$ cat config.mk
export PLATFORM = sky130hd
export DESIGN_NAME = seq_bypass_mul
export DESIGN_NICKNAME = d
export VERILOG_FILES = /design/src/rtl/seq_bypass_mul.sv
export SDC_FILE = /design/constraint.sdc
export NUM_CORES = 1
export LEC_CHECK = 0
export BUFFER_PORTS_ARGS = -buffer_cell sky130_fd_sc_hd__buf_2
export CAP_MARGIN = 5
export CORE_UTILIZATION = 59
export DETAILED_ROUTE_END_ITERATION = 10
export PLACE_DENSITY = 0.93
export SYNTH_ARGS = -nofsm -noshare
export SYNTH_HDL_FRONTEND = slang
export SYNTH_SLANG_ARGS = --single-unit
$ cat constraint.sdc
create_clock -name clk -period 5.38 [get_ports clk]
set_input_delay 0.269 -clock clk [delete_from_list [all_inputs] [get_ports clk]]
set_output_delay 0.269 -clock clk [all_outputs]
set_load 0.1 [all_outputs]
$ cat src/rtl/seq_bypass_mul.sv
// Sequential unsigned W x W shift-add multiplier that skips zero multiplier rows
// and stops as soon as no set multiplier bits remain.
module seq_bypass_mul #(
    parameter int W  = 4,
    parameter int CW = $clog2(W + 1)
) (
    input  logic            clk,
    input  logic            rst,
    input  logic            in_valid,
    output logic            in_ready,
    input  logic [W-1:0]    a,
    input  logic [W-1:0]    b,
    output logic            out_valid,
    input  logic            out_ready,
    output logic [2*W-1:0]  y,
    output logic [CW-1:0]   rows
);

    // Handshakes: a transfer happens on a rising edge where valid and ready are
    // both high; in_ready/out_valid decode the state register only.
    typedef enum logic [1:0] {
        IDLE = 2'd0,
        RUN  = 2'd1,
        DONE = 2'd2
    } state_t;

    state_t           state_q, state_d;
    logic [2*W-1:0]   mcand_q, mcand_d;
    logic [W-1:0]     mplier_q, mplier_d;
    logic [2*W-1:0]   acc_q, acc_d;
    logic [CW-1:0]    cnt_q, cnt_d;

    always_ff @(posedge clk or posedge rst) begin
        if (rst) begin
            state_q  <= IDLE;
            mcand_q  <= '0;
            mplier_q <= '0;
            acc_q    <= '0;
            cnt_q    <= '0;
        end else begin
            state_q  <= state_d;
            mcand_q  <= mcand_d;
            mplier_q <= mplier_d;
            acc_q    <= acc_d;
            cnt_q    <= cnt_d;
        end
    end

    always_comb begin
        state_d  = state_q;
        mcand_d  = mcand_q;
        mplier_d = mplier_q;
        acc_d    = acc_q;
        cnt_d    = cnt_q;
        case (state_q)
            IDLE: begin
                if (in_valid) begin
                    mcand_d  = {{W{1'b0}}, a};
                    mplier_d = b;
                    acc_d    = '0;
                    cnt_d    = '0;
                    // A zero operand means every row is bypassed.
                    state_d  = ((a == '0) || (b == '0)) ? DONE : RUN;
                end
            end
            RUN: begin
                if (mplier_q[0]) begin
                    acc_d = acc_q + mcand_q;
                    cnt_d = cnt_q + CW'(1);
                end
                mcand_d  = mcand_q << 1;
                mplier_d = mplier_q >> 1;
                // Terminate once the bits still to be shifted in are all zero.
                if (mplier_q[W-1:1] == '0) begin
                    state_d = DONE;
                end
            end
            DONE: begin
                if (out_ready) begin
                    state_d = IDLE;
                end
            end
            default: state_d = IDLE;
        endcase
    end

    assign in_ready  = (state_q == IDLE);
    assign out_valid = (state_q == DONE);
    assign y         = out_valid ? acc_q : '0;
    assign rows      = out_valid ? cnt_q : '0;

endmodule
==> impl_metrics.toml <==
[outcome]
outcome = "finished clean"

[worst_setup_path]
cp_max_fo = 14
cp.arrival_ns = 2.26
crit_start = "state_q[1]$_DFFE_PP0P_"
endpoint = "rows[2]"
criticalPathCategory = "reg -> out"
worstPathRequired_ns = 5.11
worstReg2RegStart = "mcand_q[0]$_DFFE_PP0P_"
regToRegEndpoint = "acc_q[6]$_DFFE_PP0P_"
reg2reg_slack_ns = 3.29
cp-end-kind = "output pin"
rr_worst_depth = 7
critPathLaunchType = "flop"

[placed_design]
hpwl_um = 2210
numPortBuffers = 24
place_ws_ns = 3.20
place_congestion = 0.861
placedCellCount = 192
place_area_sq_mm = 0.00159

[power]
pwr-share-clk = 0.098
power.leakage_uw = 0.000831
finalPower_uw = 885
seqPwrFrac = 0.390
ir_worst_vdd_mv = 0.437
sw_frac_of_total = 0.504
p_int_uw = 439
power_frac_comb = 0.512
power.density_mw_per_mm2 = 549
switchingPower_uw = 446

[logic_synthesis]
async_reset_ff_frac = 1.00
synth_edf_count = 0
yosysWarnings = 0
syn_inst = 148
ys_types = 37
synth_ff_type = "dfrtp_1"
syn_nets = 169
seq_area_frac_synth = 0.426
syn_area_per_cell_sq_um = 9.93
synth-seq-cells = 25
synth_area_sq_mm = 0.00147

[routing]
routedWlPerCell_um = 14.9
drc = 0
vias_per_cell = 5.95
wl_um = 2910
vias = 1167
ant_nets = 0
drt-initial-drc-count = 12
firstDrtPassIters = 4

[floorplanning]
die_w_um = 51.9
io_pins = 25
core_sq_mm = 0.00228
die_area_sq_mm = 0.00270
rows = 17
initial_core_util = 0.646
die_h_um = 51.9

[final_layout]
fin_nets = 190
instances_no_fill = 196
fillers = 180
antenna_cells = 0
area_delta_synth_final_pct = 9.70
final_area_sq_mm = 0.00161
final_cell_mix = "dfrtp_1 (25), buf_2 (24), nand2_1 (17)"
drive_above_1_share = 0.196
final_common_cell = "dfrtp_1"

[clocking]
clkLatencyLatePin_ns = 0.32
cts_made_buffers = 3
h-tree-depth = 1
cts_tree = "done"
clk_pin_slew_ns = 0.14
cts_hold_buf = 0
clockBufferDepth = 2
cts_sinks = 25
clockRootBuffer = "clkbuf_4"
cts_setup_buffers = 0
cts_resized = 0

[global_routing]
grt_pass1_vias = 1219
busiest_layer = "met2"
grt_max_degree = 26
grt_pass1_wl_um = 5150
grt_util_met2 = 0.462
track_usage = 0.265
met1_usage = 0.310
antenna_found_initial = 0
grt_overflow = 0
grt_util_met3 = 0.0292

[sta]
finalSetupViolCount = 0
rsz0062_at_grt = "no"
finalCritPeriodShare = 0.470
min_period_ns = 2.53
slew_headroom = 0.394
finalHoldViolations = 0
finClkSkew_ns = 0.00191
tns_ns = 0
final-max-slew-violation-count = 0
max_freq_ghz = 0.395
setup_ws_ns = 2.85
tightest_slew_ns = 0.908

[run]
drv_cap = 0

[min_path]
hp-class = "in -> async"
## flip-flops by register name, indices dropped and copies added (netlist names)
register and flops:
cnt_q 3, mplier_q 4, mcand_q 8, state_q 2
acc_q 8
## power groups by stage
stage	Combinational [uW]	Sequential, uW	Clock (uW)
floorplan	414	306	0
global placement	434	342	0
detailed placement	453	348	0
CTS	454	345	86.2
global route	501	357	94.7
finish	453	345	86.3
## through the flow
stage | hold slack (ns) | utilization
floorplan | 0.296 | -
CTS | 0.154 | 0.709
finish | 0.120 | 0.709
global placement | 0.487 | 0.697
global route | 0.193 | 0.709
detailed placement | 0.511 | 0.697
## area by class of cell
class                           instances  area [sq um]  share of cell area
Multi-Input combinational cell        113           798               0.495
Sequential cell                        25           626               0.388
Timing Repair Buffer                   24           120              0.0745
Tap cell                               28          35.0              0.0217
Clock buffer                            4          26.3              0.0163
Inverter                                2          7.51             0.00465
## synth_stat cells, types with 2 or more instances
cell      count  area (sq um)
a22o_1        6          52.6
xor2_1        6          52.6
ha_1          8           100
o21ai_1      13          65.1
nand2_1      17          63.8
a211o_1       2          17.5
and3b_1       5          43.8
nor2_1        2          7.51
inv_1         2          7.51
clkbuf_1      6          22.5
nor2b_1       5          31.3
a21o_2        2          17.5
a21oi_1      12          60.1
o21ai_0       5          25.0
and2_1       11          68.8
dfrtp_1      25           626
## per-layer routing
layer / up-vias / wire length [um]
met3: 8 / 75
met2: 29 / 1450
met4: 0 / 68
met5: - / 0
met1: 559 / 1320
li1: 571 / -
## how the worst min path moves through the flow
| stage | endpoint | slack (ns) | cells after the start |
|---|---|---|---|
| 2_1_floorplan | acc_q[0]$_DFFE_PP0P_ | 0.30 | 1 |
| 3_3_place_gp | cnt_q[0]$_DFFE_PP0P_ | 0.49 | 1 |
| 3_5_place_dp | acc_q[2]$_DFFE_PP0P_ | 0.51 | 2 |
| 4_1_cts | mplier_q[3]$_DFFE_PP0P_ | 0.15 | 2 |
| 5_1_grt | mcand_q[2]$_DFFE_PP0P_ | 0.19 | 2 |
| 6_report | mcand_q[4]$_DFFE_PP0P_ | 0.12 | 2 |
## cells by family after synthesis
group,count (synthesis),share of synthesized area
buf+inv,10,0.0315
xor+xnor,6,0.0357
compound gates,52,0.248
fa+ha+maj,9,0.0817
simple gates,45,0.171
flops,25,0.426
mux,1,0.00681
## critical path, stage by stage, from the launching register on
cell	delay, ns
dfrtp_1	0.60
nor2b_1	0.68
and2_1	0.23
buf_2	0.42
No activity file was read; power rests on OpenSTA's default activity.
